[src/rtl/btn_debounce.sv]
// rtl/btn_debounce.sv - push-button conditioner: polarity, 2-flop sync, stability debounce, strobes
//
// Purpose:
//   Cleans up raw board push-buttons for the SoC GPIO inputs. Each channel is
//   inverted if ACTIVE_LOW, synchronised into i_clk with two flops, and only
//   accepted as a new level after DEBOUNCE_CYCLES consecutive samples that
//   differ from the current debounced level. Press/release strobes are one
//   cycle wide and registered alongside the level.
//
// Optional feature (macro BTN_DEBOUNCE_IRQ_EN):
//   Defined   - sticky per-channel press events (o_evt) with per-channel clear
//               (set wins over clear) and a registered OR interrupt (o_irq).
//   Undefined - o_evt and o_irq are constant 0 and i_evt_clr is ignored.
//
// Ports:
//   i_clk      in   1      system clock
//   i_rst_n    in   1      asynchronous active-low reset
//   i_btn      in   N_BTN  raw asynchronous button pins
//   o_btn      out  N_BTN  debounced level, 1 = pressed
//   o_press    out  N_BTN  one-cycle strobe on o_btn 0->1
//   o_release  out  N_BTN  one-cycle strobe on o_btn 1->0
//   i_evt_clr  in   N_BTN  per-channel sticky-event clear
//   o_evt      out  N_BTN  sticky press events
//   o_irq      out  1      registered OR of o_evt

module btn_debounce #(
  parameter int N_BTN           = 6,
  parameter int DEBOUNCE_CYCLES = 250000,
  parameter int ACTIVE_LOW      = 0
) (
  input  logic             i_clk,
  input  logic             i_rst_n,
  input  logic [N_BTN-1:0] i_btn,
  output logic [N_BTN-1:0] o_btn,
  output logic [N_BTN-1:0] o_press,
  output logic [N_BTN-1:0] o_release,
  input  logic [N_BTN-1:0] i_evt_clr,
  output logic [N_BTN-1:0] o_evt,
  output logic             o_irq
);

  localparam int            CW      = $clog2(DEBOUNCE_CYCLES);
  localparam logic [CW-1:0] CNT_MAX = CW'(DEBOUNCE_CYCLES - 1);

  logic [N_BTN-1:0] b;
  logic [N_BTN-1:0] s1;
  logic [N_BTN-1:0] s2;
  logic [N_BTN-1:0] btn_q;
  logic [N_BTN-1:0] btn_next;
  logic [N_BTN-1:0] press_q;
  logic [N_BTN-1:0] release_q;

  // Polarity is fixed before the synchroniser so that its reset value of 0
  // always means "not pressed".
  assign b = i_btn ^ {N_BTN{ACTIVE_LOW != 0}};

  always_ff @(posedge i_clk or negedge i_rst_n) begin
    if (!i_rst_n) begin
      s1 <= '0;
      s2 <= '0;
    end else begin
      s1 <= b;
      s2 <= s1;
    end
  end

  for (genvar g = 0; g < N_BTN; g++) begin : g_ch
    logic [CW-1:0] cnt;

    // cnt counts consecutive samples that disagree with the accepted level;
    // any agreeing sample restarts the window, and acceptance also clears it,
    // so the count never reaches past CNT_MAX.
    always_ff @(posedge i_clk or negedge i_rst_n) begin
      if (!i_rst_n) begin
        cnt <= '0;
      end else if (s2[g] == btn_q[g] || cnt == CNT_MAX) begin
        cnt <= '0;
      end else begin
        cnt <= cnt + 1'b1;
      end
    end

    assign btn_next[g] = (s2[g] != btn_q[g] && cnt == CNT_MAX) ? s2[g] : btn_q[g];
  end

  always_ff @(posedge i_clk or negedge i_rst_n) begin
    if (!i_rst_n) begin
      btn_q     <= '0;
      press_q   <= '0;
      release_q <= '0;
    end else begin
      btn_q     <= btn_next;
      press_q   <= btn_next & ~btn_q;
      release_q <= ~btn_next & btn_q;
    end
  end

  assign o_btn     = btn_q;
  assign o_press   = press_q;
  assign o_release = release_q;

`ifdef BTN_DEBOUNCE_IRQ_EN
  logic [N_BTN-1:0] evt_q;
  logic             irq_q;

  // A press in the same cycle as a clear keeps the event: firmware must not
  // lose a press that lands while it is acknowledging the previous one.
  always_ff @(posedge i_clk or negedge i_rst_n) begin
    if (!i_rst_n) begin
      evt_q <= '0;
      irq_q <= 1'b0;
    end else begin
      evt_q <= (evt_q & ~i_evt_clr) | press_q;
      irq_q <= |evt_q;
    end
  end

  assign o_evt = evt_q;
  assign o_irq = irq_q;
`else
  logic unused_evt_clr;

  assign unused_evt_clr = ^i_evt_clr;
  assign o_evt          = '0;
  assign o_irq          = 1'b0;
`endif

endmodule

[config.mk]
export PLATFORM = sky130hd
export DESIGN_NAME = btn_debounce
export DESIGN_NICKNAME = d
export VERILOG_FILES = /design/src/rtl/btn_debounce.sv
export SDC_FILE = /design/constraint.sdc
export NUM_CORES = 1
export LEC_CHECK = 0
export CORE_MARGIN = 2
export CORE_UTILIZATION = 45
export DETAILED_ROUTE_END_ITERATION = 6
export GPL_ROUTABILITY_DRIVEN = 0
export GPL_TIMING_DRIVEN = 0
export PLACE_DENSITY = 0.73
export SKIP_CTS_REPAIR_TIMING = 1
export SLEW_MARGIN = 25
export SYNTH_ARGS = -nofsm -noshare
export SYNTH_HDL_FRONTEND = slang
export SYNTH_SLANG_ARGS = --single-unit
[constraint.sdc]
create_clock -name i_clk -period 3.2 [get_ports i_clk]
set_input_delay 0.64 -clock i_clk [delete_from_list [all_inputs] [get_ports i_clk]]
set_output_delay 0.64 -clock i_clk [all_outputs]
set_load 0.01 [all_outputs]
Word-level counts from Yosys, hierarchy flattened
Cells that the tools add are included.
{"block": "word_totals", "register_bits": 138, "output_inout_bits": 25, "wordCells": 63}
{"block": "op_classes", "eq_ne": 18, "add_sub_neg": 6, "n_reduce_logical": 12, "bitwise_logic": 4, "n_mux": 12}
{"cell": "$add A18 B1 Y18 const B", "n": 6}
{"cell": "$eq A18 B18 Y1 const B", "n": 6}
{"cell": "$mux W18", "n": 6}
{"cell": "$and A6 B6 Y6", "n": 2}
{"cell": "$not A6 Y6", "n": 2}
{"cell": "$eq A1 B1 Y1", "n": 6}
{"cell": "$logic_and A1 B1 Y1", "n": 6}
{"cell": "$logic_or A1 B1 Y1", "n": 6}
{"cell": "$mux W1", "n": 6}
{"cell": "$ne A1 B1 Y1", "n": 6}

Longest topological paths before layout
{"block": "logic_depth", "word_depth": 5, "ltp_mapped": 6}

Worst setup path after synthesis
OpenSTA, ideal clock, no wires.
{"block": "synth_timing", "kind": "register -> register", "from": "reg g_ch[3].cnt[6]", "to": "reg btn_q[3], in the netlist o_btn[3]", "stages_incl_launch_ff": 5, "path_slack_ps": 1098, "setup_time_ps": 125, "period_less_slack_ps": 2102, "path_buffers": 0, "arrival_time_ps": 1977, "path_cell_list": "dfrtp_1 -> or4b_1 -> or4_4 -> or2_4 -> mux2_4"}
{"block": "synth_between", "elab_chain_cells": 3}
{"item": "start: declaration", "line": "68", "source": "logic [CW-1:0] cnt;"}
{"item": "start signal: assignment", "line": "79", "source": "cnt <= cnt + 1'b1;"}
{"item": "$eq A18 B18 Y1", "line": "83", "source": "assign btn_next[g] = (s2[g] != btn_q[g] && cnt == CNT_MAX) ? s2[g] : btn_q[g];"}
{"item": "$logic_and A1 B1 Y1", "line": "83"}
{"item": "$mux W1", "line": "83"}
{"item": "named net btn_next[3]", "line": "49", "source": "logic [N_BTN-1:0] btn_next;"}
{"item": "end signal: assignment", "line": "92", "source": "btn_q <= btn_next;"}
{"item": "end: declaration", "line": "48", "source": "logic [N_BTN-1:0] btn_q;"}
The timed path passes the listed nets, and every way through them passes these cells.

Worst setup path after layout
{"block": "layout_timing", "from": "reg g_ch[0].cnt[0]", "to": "reg g_ch[0].cnt[12]"}
{"block": "layout_between", "elab_chain_cells": 3}
{"item": "start: declaration", "line": "68"}
{"item": "start signal: assignment", "line": "79"}
{"item": "branches (longest 2 deep; another with $add A18 B1 Y18)"}
{"item": "$mux W18 (*)", "line": "76", "source": "end else if (s2[g] == btn_q[g] || cnt == CNT_MAX) begin"}
Mark *: on every way between the ends.

==> results.sh <==
export IMPL_p_total_uw=4030
export IMPL_clock_root_buffer="clkbuf_16"
export IMPL_post_route_min_period_ps=2430
export IMPL_postSynthRegisterBits=138
export IMPL_worst_pin_slew_ps=764
export IMPL_whs_ps=159
export IMPL_die_area_um2=15100
export IMPL_cap_violations=0
export IMPL_layout_commonest_cell="dfrtp_1"
export IMPL_drv_slew=0
export IMPL_final_instance_count_excl_fill=853
export IMPL_final_nets=680
export IMPL_fp_row_count=43
export IMPL_initial_utilization_pct=45.9
export IMPL_dr_total_vias=4540
export IMPL_maxSlewHeadroom_pct=48.5
export IMPL_final_cell_mix="138 x dfrtp_1, 109 x nor2_1, 69 x xnor2_1"
export IMPL_yosysWarnings=0
export IMPL_cell_internal_pwr_uw=3210
export IMPL_cts_clk_slew_worst_paths_ps=60
export IMPL_period_share_pct=76.0
export IMPL_wl_per_cell_um=13.7
export IMPL_antenna_found_initial=0
export IMPL_drt_total_wl_um=11700
export IMPL_syn_avg_cell_area_um2=10.5
export IMPL_die_height_um=123
export IMPL_p_comb_share_pct=2.9
export IMPL_p_clk_share_pct=52.5
export IMPL_crit_path_max_fanout=10
export IMPL_core_area_um2=13900
export IMPL_clk_insertion_delay_late_ps=420
export IMPL_power_density_nw_per_um2=534
export IMPL_grt_max_degree=76
export IMPL_io_pins=39
export IMPL_firstDrtPassIters=4
export IMPL_numCtsBuffers=17
export IMPL_die_w_um=123
export IMPL_synth_enable_flop_cells=0
export IMPL_cts_buffer_depth=2
export IMPL_synthCells=609
export IMPL_p_sw_uw=817
export IMPL_antennaDiodeCount=0
export IMPL_final_setup_viol_count=0
export IMPL_seqPwrFrac_pct=44.6
export IMPL_port_buffers=25
export IMPL_first_iter_violations=259
export IMPL_dp_cells=821
export IMPL_synthTopCellsByArea="dfrtp_1 54%, xnor2_1 9.5%, nor2_1 6.4%, nand4_1 2.9%, xor2_1 2.9%"
export IMPL_detail_route_antenna_nets=0
export IMPL_n_fill_cell=1177
export IMPL_syn_to_final_growth_pct=18.4
export IMPL_synth_main_ff_cell="dfrtp_1"
export IMPL_hold_violations=0
export IMPL_worstPathRequired_ps=3480
export IMPL_route_detailed_drc=0
export IMPL_syn_area_um2=6370
export IMPL_drive_above_1_share_pct=9.66
export IMPL_switching_share_pct=20.3
export IMPL_synth_seq_area_share_pct=54.2
export IMPL_holdCritPathClass="input pin to asynchronous set/reset pin"
export IMPL_ys_async_sr_fraction_pct=100
export IMPL_grt_overflow=0
export IMPL_ctsHtreeMaxLevel=4
export IMPL_crit_path_end_kind="register"
export IMPL_rsz0062_at_grt="false"
export IMPL_peakVddDrop_mv=0.413
export IMPL_synth_cell_types=37
export IMPL_synth_top_area_cell="dfrtp_1"
export IMPL_outcome="completed"
export IMPL_cts_tree="built"
export IMPL_grt_pass1_vias=4685
export IMPL_synth_top_area_share_pct=54.2
export IMPL_crit_arrival_ps=2710
export IMPL_clkSinkCount=138
export IMPL_worstSetupPathType="register to register"
export IMPL_track_usage_pct=17.4
export IMPL_skew_ps=6.71
export IMPL_dp_hpwl_um=7790
export IMPL_grt_first_pass_wirelength_um=21100
export IMPL_fmax_mhz=411
export IMPL_viasPerCell=5.32
export IMPL_cellLeakagePower_uw=0.00302
export IMPL_cp_start_kind="register"
-- per-layer routing --
| metal | up-vias | global-route usage [%] | wire (um) | share of wire [%] |
|---|---|---|---|---|
| met1 | 2224 | 22.8 | 5430 | 46 |
| met5 | - | 0 | 0 | 0 |
| li1 | 2231 | - | - | - |
| met2 | 69 | 27.9 | 5680 | 49 |
| met3 | 16 | 4.01 | 371 | 3.2 |
| met4 | 0 | 7.17 | 214 | 1.8 |
-- synthesized netlist by cell type, types with 4 or more instances --
cell type / count
dfrtp_1: 138
nor2_1: 109
xnor2_1: 69
nand3_1: 36
nand4_1: 30
nor4_1: 25
nand2_1: 22
xor2_1: 21
nor3_1: 17
inv_1: 16
or4_1: 13
a21oi_1: 12
nor3b_1: 12
or3_1: 11
buf_4: 10
o21ai_0: 8
and3_1: 7
ha_1: 6
clkbuf_1: 5
o31ai_1: 4
-- through the flow --
step                      utilization [%]  TNS [ps]  area, um^2  setup slack, ps
final                                54.4         0        7550              768
after global routing                 54.4         0        7550              572
after CTS                            54.4         0        7550              776
after detailed placement             49.7         0        6900              837
after global placement               49.5   -509470        6870            -3700
after floorplan                         -         0        6400             1100
-- sequential cells by signal, summed over array words and instances, names as in the netlist --
signal     flops
g_ch.cnt     108
o_btn          6
o_press        6
o_release      6
s1             6
s2             6
-- logic make-up after synthesis --
family | after synthesis | synth area share, %
AO/OA/AOI/OAI | 30 | 3.22
XOR/XNOR | 90 | 12.4
adder cells (fa/ha/maj) | 6 | 1.18
buffers and inverters | 31 | 2.41
flip-flops | 138 | 54.2
multiplexers | 6 | 1.24
other | 1 | 0.0588
AND/OR/NAND/NOR | 307 | 25.3
-- power groups by stage --
| stage | sequential (uW) | combinational, uW | clock (uW) |
|---|---|---|---|
| after global placement | 1830 | 111 | 0 |
| after CTS | 1800 | 122 | 2150 |
| after global routing | 1800 | 138 | 2230 |
| after floorplan | 1820 | 58.7 | 0 |
| final | 1800 | 117 | 2120 |
| after detailed placement | 1830 | 121 | 0 |
-- area by class of cell --
| class | instances | area (um^2) | share of cell area [%] |
|---|---|---|---|
| buffer | 15 | 93.8 | 1.24 |
| inverter | 16 | 60.1 | 0.796 |
| timing repair buffer | 26 | 283 | 3.75 |
| sequential | 138 | 3450 | 45.8 |
| clock inverter | 12 | 196 | 2.60 |
| tap | 180 | 225 | 2.98 |
| multi-input combinational | 446 | 2790 | 37.0 |
| clock buffer | 20 | 447 | 5.92 |
-- worst max-delay path, cell delays in order (launching register included) --
cell and delay [ps]:
dfrtp_1 410, ha_1 220, nand3_1 330, o41ai_2 820
clkbuf_1 410, nor2_1 110
-- path summary, 6_finish.rpt --
check	endpoint	slack [ps]	cells past startpoint	start
min in group i_clk	s2[4]	350	0	s1[4]
max reg2reg	g_ch[0].cnt[12]	770	5	g_ch[0].cnt[0]
min	o_press[4]	160	1	i_rst_n
max in group asynchronous	g_ch[0].cnt[8]	2320	2	i_rst_n
max	g_ch[0].cnt[12]	770	5	g_ch[0].cnt[0]
min reg2reg	s2[4]	350	0	s1[4]
Note: power is estimated with default switching activity, not from simulation.
